`config.mk`:
```
export PLATFORM = sky130hd
export DESIGN_NAME = uart_bus_master
export DESIGN_NICKNAME = d
export VERILOG_FILES = /design/src/rtl/uart_bus_master_pkg.sv /design/src/rtl/uart_serdes.sv /design/src/rtl/uart_bus_master.sv
export SDC_FILE = /design/constraint.sdc
export NUM_CORES = 1
export LEC_CHECK = 0
export ABC_AREA = 1
export BUFFER_PORTS_ARGS = -buffer_cell sky130_fd_sc_hd__buf_2
export CORE_UTILIZATION = 35
export CTS_CLUSTER_SIZE = 20
export DETAILED_ROUTE_END_ITERATION = 16
export PLACE_DENSITY = 0.66
export SETUP_SLACK_MARGIN = 0.02
export SYNTH_ARGS = -nofsm -noshare
export SYNTH_HDL_FRONTEND = slang
export SYNTH_HIERARCHICAL = 1
export SYNTH_SLANG_ARGS = --single-unit
```
`constraint.sdc`:
```
create_clock -name clk -period 3.1 [get_ports clk]
set_clock_uncertainty 0.05 [all_clocks]
set_input_delay 0.31 -clock clk [delete_from_list [all_inputs] [get_ports clk]]
set_output_delay 0.31 -clock clk [all_outputs]
set_load 0.005 [all_outputs]
```
`src/rtl/uart_bus_master_pkg.sv`:
```
// Shared constants and state encodings for the UART-to-memory-bus debug bridge.
package uart_bus_master_pkg;

    localparam logic [7:0] CMD_WRITE   = 8'h57;
    localparam logic [7:0] CMD_READ    = 8'h52;
    localparam logic [7:0] RSP_ACK     = 8'h4B;
    localparam logic [7:0] RSP_ERR     = 8'h3F;
    localparam logic [7:0] RSP_TIMEOUT = 8'h54;

    typedef enum logic [2:0] {
        ST_IDLE,
        ST_ADDR,
        ST_DATA,
        ST_BUS,
        ST_RESP
    } state_t;

    typedef enum logic [1:0] {
        RX_IDLE,
        RX_START,
        RX_BITS,
        RX_STOP
    } rx_state_t;

    function automatic int baud_cnt_width(input int baud_div);
        return (baud_div > 1) ? $clog2(baud_div) : 1;
    endfunction

endpackage

```
`src/rtl/uart_serdes.sv`:
```
// 8N1 receiver and transmitter sharing one baud divisor.
// The transmitter accepts a new byte in the last stop-bit cycle so frames can run back-to-back.
module uart_serdes
    import uart_bus_master_pkg::*;
#(
    parameter int BAUD_DIV = 10
) (
    input  logic       clk,
    input  logic       reset,
    input  logic       rx,
    output logic [7:0] rx_byte,
    output logic       rx_valid,
    output logic       rx_ferr,
    input  logic [7:0] tx_byte,
    input  logic       tx_start,
    output logic       tx_busy,
    output logic       tx
);
    localparam int            CW       = baud_cnt_width(BAUD_DIV);
    localparam logic [CW-1:0] CNT_ONE  = CW'(1);
    localparam logic [CW-1:0] CNT_LAST = CW'(BAUD_DIV - 1);
    localparam logic [CW-1:0] CNT_HALF = CW'(BAUD_DIV / 2 - 1);

    logic          rx_meta_q, rx_sync_q, rx_prev_q;
    rx_state_t     rx_state_q, rx_state_d;
    logic [CW-1:0] rx_cnt_q, rx_cnt_d;
    logic [2:0]    rx_bit_q, rx_bit_d;
    logic [7:0]    rx_sh_q, rx_sh_d;

    logic [9:0]    tx_sh_q, tx_sh_d;
    logic [CW-1:0] tx_cnt_q, tx_cnt_d;
    logic [3:0]    tx_bit_q, tx_bit_d;
    logic          tx_active_q, tx_active_d;
    logic          tx_last;

    always_ff @(posedge clk or posedge reset) begin
        if (reset) begin
            rx_meta_q   <= 1'b1;
            rx_sync_q   <= 1'b1;
            rx_prev_q   <= 1'b1;
            rx_state_q  <= RX_IDLE;
            rx_cnt_q    <= '0;
            rx_bit_q    <= '0;
            rx_sh_q     <= '0;
            tx_sh_q     <= '1;
            tx_cnt_q    <= '0;
            tx_bit_q    <= '0;
            tx_active_q <= 1'b0;
        end else begin
            rx_meta_q   <= rx;
            rx_sync_q   <= rx_meta_q;
            rx_prev_q   <= rx_sync_q;
            rx_state_q  <= rx_state_d;
            rx_cnt_q    <= rx_cnt_d;
            rx_bit_q    <= rx_bit_d;
            rx_sh_q     <= rx_sh_d;
            tx_sh_q     <= tx_sh_d;
            tx_cnt_q    <= tx_cnt_d;
            tx_bit_q    <= tx_bit_d;
            tx_active_q <= tx_active_d;
        end
    end

    always_comb begin
        rx_state_d = rx_state_q;
        rx_cnt_d   = rx_cnt_q + CNT_ONE;
        rx_bit_d   = rx_bit_q;
        rx_sh_d    = rx_sh_q;
        rx_valid   = 1'b0;
        rx_ferr    = 1'b0;
        unique case (rx_state_q)
            RX_IDLE: begin
                rx_cnt_d = '0;
                if (rx_prev_q && !rx_sync_q) rx_state_d = RX_START;
            end
            RX_START: if (rx_cnt_q == CNT_HALF) begin
                rx_cnt_d   = '0;
                rx_bit_d   = '0;
                rx_state_d = rx_sync_q ? RX_IDLE : RX_BITS;
            end
            RX_BITS: if (rx_cnt_q == CNT_LAST) begin
                rx_cnt_d = '0;
                rx_sh_d  = {rx_sync_q, rx_sh_q[7:1]};
                rx_bit_d = rx_bit_q + 3'd1;
                if (rx_bit_q == 3'd7) rx_state_d = RX_STOP;
            end
            RX_STOP: if (rx_cnt_q == CNT_LAST) begin
                rx_valid   = rx_sync_q;
                rx_ferr    = !rx_sync_q;
                rx_state_d = RX_IDLE;
            end
            default: rx_state_d = RX_IDLE;
        endcase
    end

    assign rx_byte = rx_sh_q;
    assign tx_last = tx_active_q && (tx_bit_q == 4'd9) && (tx_cnt_q == CNT_LAST);
    assign tx_busy = tx_active_q && !tx_last;
    assign tx      = tx_sh_q[0];

    // Idle shifter holds all ones, so the line rests high without extra muxing.
    always_comb begin
        tx_sh_d     = tx_sh_q;
        tx_cnt_d    = tx_cnt_q;
        tx_bit_d    = tx_bit_q;
        tx_active_d = tx_active_q;
        if (tx_active_q) begin
            if (tx_cnt_q == CNT_LAST) begin
                tx_cnt_d = '0;
                tx_sh_d  = {1'b1, tx_sh_q[9:1]};
                tx_bit_d = tx_bit_q + 4'd1;
                if (tx_last) tx_active_d = 1'b0;
            end else begin
                tx_cnt_d = tx_cnt_q + CNT_ONE;
            end
        end
        if (tx_start && !tx_busy) begin
            tx_sh_d     = {1'b1, tx_byte, 1'b0};
            tx_cnt_d    = '0;
            tx_bit_d    = '0;
            tx_active_d = 1'b1;
        end
    end

endmodule

```
`src/rtl/uart_bus_master.sv`:
```
// Command decoder: turns 'W'/'R' serial frames into single mem_* bus transactions
// and streams the acknowledge, timeout or read data back out on tx.
module uart_bus_master
    import uart_bus_master_pkg::*;
#(
    parameter int BAUD_DIV = 10,
    parameter int TIMEOUT  = 64
) (
    input  logic        clk,
    input  logic        reset,
    input  logic        rx,
    output logic        tx,
    output logic        mem_valid,
    output logic [31:0] mem_addr,
    output logic [31:0] mem_wdata,
    output logic [3:0]  mem_wstrb,
    input  logic        mem_ready,
    input  logic [31:0] mem_rdata,
    output logic        frame_err
);
    localparam int TW = $clog2(TIMEOUT + 1);

    state_t        state_q, state_d;
    logic [1:0]    byte_cnt_q, byte_cnt_d;
    logic          write_q, write_d;
    logic [31:0]   addr_q, addr_d, wdata_q, wdata_d, resp_q, resp_d;
    logic [2:0]    resp_len_q, resp_len_d;
    logic [3:0]    wstrb_q, wstrb_d;
    logic          valid_q, valid_d;
    logic [TW-1:0] timer_q, timer_d;

    logic [7:0]    rx_byte, tx_byte;
    logic          rx_valid, rx_ferr, tx_start, tx_busy;

    uart_serdes #(.BAUD_DIV(BAUD_DIV)) u_serdes (
        .clk      (clk),
        .reset    (reset),
        .rx       (rx),
        .rx_byte  (rx_byte),
        .rx_valid (rx_valid),
        .rx_ferr  (rx_ferr),
        .tx_byte  (tx_byte),
        .tx_start (tx_start),
        .tx_busy  (tx_busy),
        .tx       (tx)
    );

    always_ff @(posedge clk or posedge reset) begin
        if (reset) begin
            state_q    <= ST_IDLE;
            byte_cnt_q <= '0;
            write_q    <= 1'b0;
            addr_q     <= '0;
            wdata_q    <= '0;
            resp_q     <= '0;
            resp_len_q <= '0;
            wstrb_q    <= '0;
            valid_q    <= 1'b0;
            timer_q    <= '0;
        end else begin
            state_q    <= state_d;
            byte_cnt_q <= byte_cnt_d;
            write_q    <= write_d;
            addr_q     <= addr_d;
            wdata_q    <= wdata_d;
            resp_q     <= resp_d;
            resp_len_q <= resp_len_d;
            wstrb_q    <= wstrb_d;
            valid_q    <= valid_d;
            timer_q    <= timer_d;
        end
    end

    always_comb begin
        state_d    = state_q;
        byte_cnt_d = byte_cnt_q;
        write_d    = write_q;
        addr_d     = addr_q;
        wdata_d    = wdata_q;
        resp_d     = resp_q;
        resp_len_d = resp_len_q;
        wstrb_d    = wstrb_q;
        valid_d    = valid_q;
        timer_d    = timer_q;
        tx_start   = 1'b0;
        tx_byte    = resp_q[31:24];
        unique case (state_q)
            ST_IDLE: if (rx_valid) begin
                byte_cnt_d = '0;
                if (rx_byte == CMD_WRITE) begin
                    write_d = 1'b1;
                    state_d = ST_ADDR;
                end else if (rx_byte == CMD_READ) begin
                    write_d = 1'b0;
                    state_d = ST_ADDR;
                end else begin
                    resp_d     = {RSP_ERR, 24'h0};
                    resp_len_d = 3'd1;
                    state_d    = ST_RESP;
                end
            end
            ST_ADDR: if (rx_ferr) begin
                state_d = ST_IDLE;
            end else if (rx_valid) begin
                addr_d     = {addr_q[23:0], rx_byte};
                byte_cnt_d = byte_cnt_q + 2'd1;
                if (byte_cnt_q == 2'd3) state_d = write_q ? ST_DATA : ST_BUS;
            end
            ST_DATA: if (rx_ferr) begin
                state_d = ST_IDLE;
            end else if (rx_valid) begin
                wdata_d    = {wdata_q[23:0], rx_byte};
                byte_cnt_d = byte_cnt_q + 2'd1;
                if (byte_cnt_q == 2'd3) state_d = ST_BUS;
            end
            ST_BUS: begin
                timer_d = timer_q + TW'(1);
                // Ready on the final allowed cycle still wins over the timeout.
                if (mem_ready) begin
                    valid_d    = 1'b0;
                    state_d    = ST_RESP;
                    resp_d     = write_q ? {RSP_ACK, 24'h0} : mem_rdata;
                    resp_len_d = write_q ? 3'd1 : 3'd4;
                end else if (timer_q == TW'(TIMEOUT - 1)) begin
                    valid_d    = 1'b0;
                    state_d    = ST_RESP;
                    resp_d     = {RSP_TIMEOUT, 24'h0};
                    resp_len_d = 3'd1;
                end
            end
            ST_RESP: if (!tx_busy) begin
                tx_start   = 1'b1;
                resp_d     = {resp_q[23:0], 8'h00};
                resp_len_d = resp_len_q - 3'd1;
                if (resp_len_q == 3'd1) state_d = ST_IDLE;
            end
            default: state_d = ST_IDLE;
        endcase
        if (state_d == ST_BUS && state_q != ST_BUS) begin
            valid_d = 1'b1;
            wstrb_d = write_q ? 4'hF : 4'h0;
            timer_d = '0;
        end
    end

    assign mem_valid = valid_q;
    assign mem_addr  = addr_q;
    assign mem_wdata = wdata_q;
    assign mem_wstrb = wstrb_q;
    assign frame_err = rx_ferr;

endmodule

```
Word level (Yosys, flattened, before mapping)
Index checks and enable logic that the tools add are counted.
{"block": "word_totals", "register_bits": 156, "input_bits": 36, "output_inout_bits": 71, "elab_cells": 166}
{"block": "op_classes", "n_addsub": 7, "n_eq_ne": 31, "muxes": 76, "bitwise": 1, "reduce_logical": 30}
{"cell": "$mux 32", "count": 7}
{"cell": "$pmux 32 s3", "count": 1}
{"cell": "$mux 3", "count": 22}
{"cell": "$mux 4", "count": 9}
{"cell": "$mux 10", "count": 3}
{"cell": "$mux 2", "count": 9}
{"cell": "$mux 1", "count": 17}
{"cell": "$eq 8x7->1 const B", "count": 2}
{"cell": "$pmux 3 s5", "count": 1}
{"cell": "$mux 7", "count": 2}
{"cell": "$add 4x1->4 const B", "count": 3}
{"cell": "$eq 4x4->1 const B", "count": 3}
{"cell": "$ne 2x1->1 const B", "count": 6}
{"cell": "$pmux 4 s3", "count": 1}
{"cell": "$reduce_and 3->1", "count": 4}
{"cell": "$reduce_bool 2->1", "count": 6}
{"cell": "$ne 2x2->1 const B", "count": 5}
{"cell": "$eq 3x2->1 const B", "count": 3}
{"cell": "$pmux 3 s3", "count": 1}
{"cell": "$pmux 2 s4", "count": 1}
{"cell": "$add 7x1->7 const B", "count": 1}
{"cell": "$eq 7x6->1 const B", "count": 1}
{"cell": "$eq 2x2->1 const B", "count": 3}
{"cell": "$eq 3x1->1 const B", "count": 2}
{"cell": "other kinds (21)", "count": 32}

Longest topological paths before layout
{"block": "depth", "depth_word": 11, "ltp_mapped": 15, "ltp_nobuf": 13}

Modules after synthesis
The synthesis kept the hierarchy.
{"mod": "uart_bus_master", "instances": 1, "cells_per_inst": 526, "area_per_inst_um2": 5054.8, "seq_area_each_um2": 2852.7}
{"mod": "uart_serdes", "instances": 1, "cells_per_inst": 222, "area_per_inst_um2": 1945.6, "seq_area_each_um2": 965.9}

Least setup slack after synthesis
No wires, ideal clock.
{"block": "synth_path", "path_type": "reg2reg", "from": "register u_serdes.rx_cnt_q[1]", "to": "register wdata_q[10] (netlist: mem_wdata[10])", "setup_time_ns": 0.125, "arrival_time_ns": 1.869, "required_time_ns": 2.925, "path_slack_ns": 1.056, "stages_incl_launch_ff": 9, "path_buffers": 1, "period_less_slack_ns": 2.044, "path_cell_list": "dfrtp_1 > inv_1 > ha_1 > nand3_1 > nor3_1 > nor2_1 > nand4_1 > buf_2 > mux2_2"}
{"block": "synth_via", "elab_chain_cells": 5, "word_cells_on_any_way": 7, "classes_between": "1 x eq/ne; 4 x mux; 1 x bitwise; 1 x reduce/logical"}
{"item": "start: declaration", "line": "uart_serdes.sv:26", "source": "logic [CW-1:0] rx_cnt_q, rx_cnt_d;"}
{"item": "start signal: assignment", "line": "uart_serdes.sv:54", "source": "rx_cnt_q <= rx_cnt_d;"}
{"item": "$eq 4x4->1", "line": "uart_serdes.sv:87", "source": "RX_STOP: if (rx_cnt_q == CNT_LAST) begin"}
{"item": "$mux 1", "line": "uart_serdes.sv:87"}
{"item": "$mux 1", "line": "uart_serdes.sv:71", "source": "unique case (rx_state_q)"}
{"item": "net frame_err", "line": "uart_bus_master.sv:19", "source": "output logic frame_err"}
{"item": "$not 1->1 (no source line)"}
{"item": "$reduce_and 3->1 (no source line)"}
{"item": "end signal: assignment", "line": "uart_bus_master.sv:65", "source": "wdata_q <= wdata_d;"}
{"item": "end: declaration", "line": "uart_bus_master.sv:26", "source": "logic [31:0] addr_q, addr_d, wdata_q, wdata_d, resp_q, resp_d;"}
The timed path passes the listed nets, and every way through them passes these cells.
A chain may end at the register's enable or synchronous reset.

Final worst setup path
{"block": "layout_path", "from": "register u_serdes.rx_cnt_q[1]", "to": "register wdata_q[12] (netlist: mem_wdata[12])"}
{"block": "layout_via", "elab_chain_cells": 5, "word_cells_on_any_way": 7, "classes_between": "1 x eq/ne; 4 x mux; 1 x bitwise; 1 x reduce/logical"}
{"item": "$eq 4x4->1 *", "line": "uart_serdes.sv:87"}
{"item": "$mux 1", "line": "uart_serdes.sv:87"}
{"item": "$mux 1", "line": "uart_serdes.sv:71"}
{"item": "$not 1->1 (no source line)"}
{"item": "$reduce_and 3->1 (no source line) *"}
Mark *: on every way between the ends. The rest lies on a longest branch, timed or not.

==> flow_summary_export.csv <==
group,metric,value,unit
floorplanning,initial_utilization,35.9,%
finish,n_antenna_cell,0,
finish,drive_above_1_share,28.6,%
detailed_routing,totalWireLength,14100,um
clocking,clkSinkCount,152,
clocking,clkSlewWorstSetupHoldPaths,60,ps
detailed_routing,vias,5134,
global_route,grt.overflow.total,0,
sta,hold_slack,39.1,ps
clocking,cts_buffers,17,
global_route,grt_max_degree,58,
global_route,grt_pass1_vias,4994,
sta,min_period,2460,ps
logic_synthesis,synth_seq_area_share,54.5,%
setup_path,critPathSlowestCell,"buf_4",
finish,nets,901,
flow_run,max_cap_viol_count,0,
finish,stdcell_count,1129,
logic_synthesis,synth_edf_count,0,
logic_synthesis,synthFlopType,"dfrtp_1",
placement,routabilityCongestion,0.814,
placement,numPortBuffers,106,
setup_path,critPathKind,"reg -> reg",
setup_path,r2r_cells,8,
setup_path,reg2reg_slack,640,ps
power_and_ir_drop,switching_share,27.4,%
global_route,grt_pass1_wl,23700,um
detailed_routing,detail_route.vias_per_cell,4.55,
floorplanning,die_w,143,um
setup_path,max_stage_delay,450,ps
finish,syn_to_final_growth,19.5,%
detailed_routing,drc_errors,0,
sta,max_clock_freq,407,MHz
clocking,cts_tree,"done",
setup_path,cp.required,3350,ps
power_and_ir_drop,max-vdd-ir-drop,0.399,mV
power_and_ir_drop,p_per_area,623,nW/um^2
power_and_ir_drop,clkPwrFrac,41.9,%
power_and_ir_drop,comb_power_share,13.9,%
setup_path,cp-end-kind,"flip-flop",
sta,finalHoldViolations,0,
clocking,cts_buffer_depth,2,
floorplanning,ios,107,
sta,report.final.slew_viol_count,0,
logic_synthesis,synth_area,7000,um^2
power_and_ir_drop,seq_power_share,44.2,%
detailed_routing,drt-wirelength-per-cell,12.5,um
outcome,status,"complete, no violations",
floorplanning,dieHeight,143,um
hold_path,min_path_type,"in -> reg",
detailed_routing,drt_iter0_markers,291,
logic_synthesis,yosys-top-cells-area,"dfrtp_1, nand2_1, dfstp_2",
sta,finalSetupViolCount,0,
power_and_ir_drop,p_switching,1.43,mW
power_and_ir_drop,power,5.21,mW
power_and_ir_drop,p_int,3.78,mW
setup_path,crit_path_end,"mem_wdata[12]",
logic_synthesis,yosys.cell_count.top_type,"nand2_1",
detailed_routing,dr.pass1.iters,4,
sta,tightest_slew,661,ps
global_route,grt_usage,14.6,%
floorplanning,dieArea,20600,um^2
floorplanning,core,19500,um^2
clocking,cts_max_level,4,
floorplanning,row_count,51,
logic_synthesis,synth_seq_cells,152,
sta,finalCritPeriodShare,79.3,%
logic_synthesis,synthArstFlopShare,100,%
setup_path,r2r-end,"mem_wdata[12]",
placement,dp_hpwl,9600,um
clocking,clkLatencyLatePin,410,ps
sta,setup_tns,0,ps
setup_path,setup.worst_path.start_class,"flip-flop",
clocking,cts-root-buf,"clkbuf_16",
logic_synthesis,avgSynthCellArea,9.36,um^2
global_route,antenna_found_initial,0,
logic_synthesis,syn_inst,748,
sta,rsz0062_at_grt,"no",
setup_path,path_cells,"inv_1 > ha_1 > nand3_1 > nor3_1 > nor2_1 > nand4_1 > buf_4 > mux2_2",
logic_synthesis,synth_top_area_share,50.0,%
logic_synthesis,ys_types,44,
placement,place_inst,1096,
setup_path,startpoint,"u_serdes/rx_cnt_q[1]",
sta,max_slew_margin,55.9,%
setup_path,crit-reg2reg-launch,"u_serdes/rx_cnt_q[1]",
finish,fin_util,42.8,%
power_and_ir_drop,power_leakage,4.25,nW
logic_synthesis,netlist_top_cells_count,"nand2_1, dfrtp_1, inv_1, o21ai_0, nor2_1",
logic_synthesis,yosysTopAreaCell,"dfrtp_1",
setup_path,worst_ep_arrival_time,2710,ps
detailed_routing,ant_nets,0,
setup_path,critPathMaxFanout,57,
logic_synthesis,synth_nets,797,
logic_synthesis,yosysWarningCount,6,
==> metal layers <==
layer,vias up,track usage (%),share of wire (%)
met5,-,0,0
met4,0,4.54,0.62
met3,7,4.60,6.2
met2,123,23.6,46
met1,2386,18.7,47
li1,2618,-,-
==> registers in the layout (all words and copies together), names as in the netlist, 2 cells and up, named ones only <==
name               cells
state_q                3
resp_q                32
u_serdes/tx_cnt_q      4
timer_q                7
u_serdes/tx_bit_q      4
u_serdes/rx_bit_q      3
u_serdes/tx_sh_q       9
u_serdes/rx_byte       8
u_serdes/rx_cnt_q      4
byte_cnt_q             2
mem_wdata             32
resp_len_q             3
mem_addr              32
==> worst min-delay path by stage <==
stage,startpoint,endpoint,slack (ps),cells past startpoint
finish,mem_rdata[2],resp_q[2],40,3
global route,mem_rdata[5],resp_q[5],30,3
CTS,mem_rdata[2],resp_q[2],20,3
detailed placement,u_serdes/rx_meta_q,u_serdes/rx_sync_q,300,0
global placement,u_serdes/rx_meta_q,u_serdes/rx_sync_q,300,0
floorplan,rx,u_serdes/rx_meta_q,260,0
==> cell usage in the layout, fill, tap and decap left out, types with 2 or more instances in the layout <==
cell	synthesis	layout
a21oi_1	26	26
a22oi_1	18	18
buf_2	15	106
buf_4	4	6
bufinv_16	0	4
clkbuf_16	0	17
clkinv_4	1	6
clkinvlp_4	0	3
dfrtp_1	140	140
dfstp_2	12	12
dlygate4sd3_1	0	2
ha_1	13	13
inv_1	73	72
inv_2	9	9
inv_6	0	2
mux2_2	16	16
nand2_1	196	196
nand2_2	16	16
nand2_4	2	2
nand3_1	35	34
nand3_2	7	8
nand3_4	2	2
nand3b_1	2	2
nand4_1	6	6
nor2_1	38	38
nor2_2	4	4
nor2_4	4	4
nor3_1	2	2
o21ai_0	48	48
o21ai_1	7	7
o21ai_2	21	21
or2_2	5	5
xnor2_1	2	2
xor2_1	3	3
==> kinds of logic after synthesis <==
kind of cell / synth area share, %
AOI/OAI and AO/OA: 11.3
muxes: 2.57
buffers and inverters: 7.65
DFF: 54.5
and+or+nand+nor: 21.0
xor gates and xnor gates: 0.626
adders and majority gates: 2.32
==> power groups by stage <==
stage | sequential, mW | combinational, mW | clock [mW]
global placement | 2.34 | 0.716 | 0
global route | 2.33 | 0.846 | 2.32
CTS | 2.31 | 0.743 | 2.24
detailed placement | 2.34 | 0.736 | 0
finish | 2.30 | 0.725 | 2.18
floorplan | 2.31 | 0.629 | 0
==> metrics by stage <==
step / instance area, um^2 / setup WS (ps)
global placement: 7720 / 748
detailed placement: 7720 / 660
floorplan: 7000 / 1060
finish: 8360 / 642
CTS: 8360 / 640
global route: 8360 / 375
==> layout make-up <==
cell class                      instances  area, um^2
Sequential cell                       152        3820
Fill cell                            1957       11200
Multi-Input combinational cell        483        2650
Inverter                               83         320
Timing Repair Buffer                  115         616
Tap cell                              265         332
Clock buffer                           18         429
Clock inverter                         13         196
==> worst max-delay path: cells and delay by family (launching register included) <==
| family | cells | cell delay, ps |
|---|---|---|
| flip-flops | 1 | 390 |
| adder cells (fa/ha/maj) | 1 | 160 |
| buffers and inverters | 2 | 530 |
| AND/OR/NAND/NOR | 4 | 810 |
| multiplexers | 1 | 400 |
==> repair_timing <==
action | 4_1_cts | 5_1_grt
endpoints found under the hold margin | 35 | 0
setup buffers | 0 | 0
gates resized for setup | 0 | 0
hold buffers | 2 | 0
(Power assumes the default switching activity.)
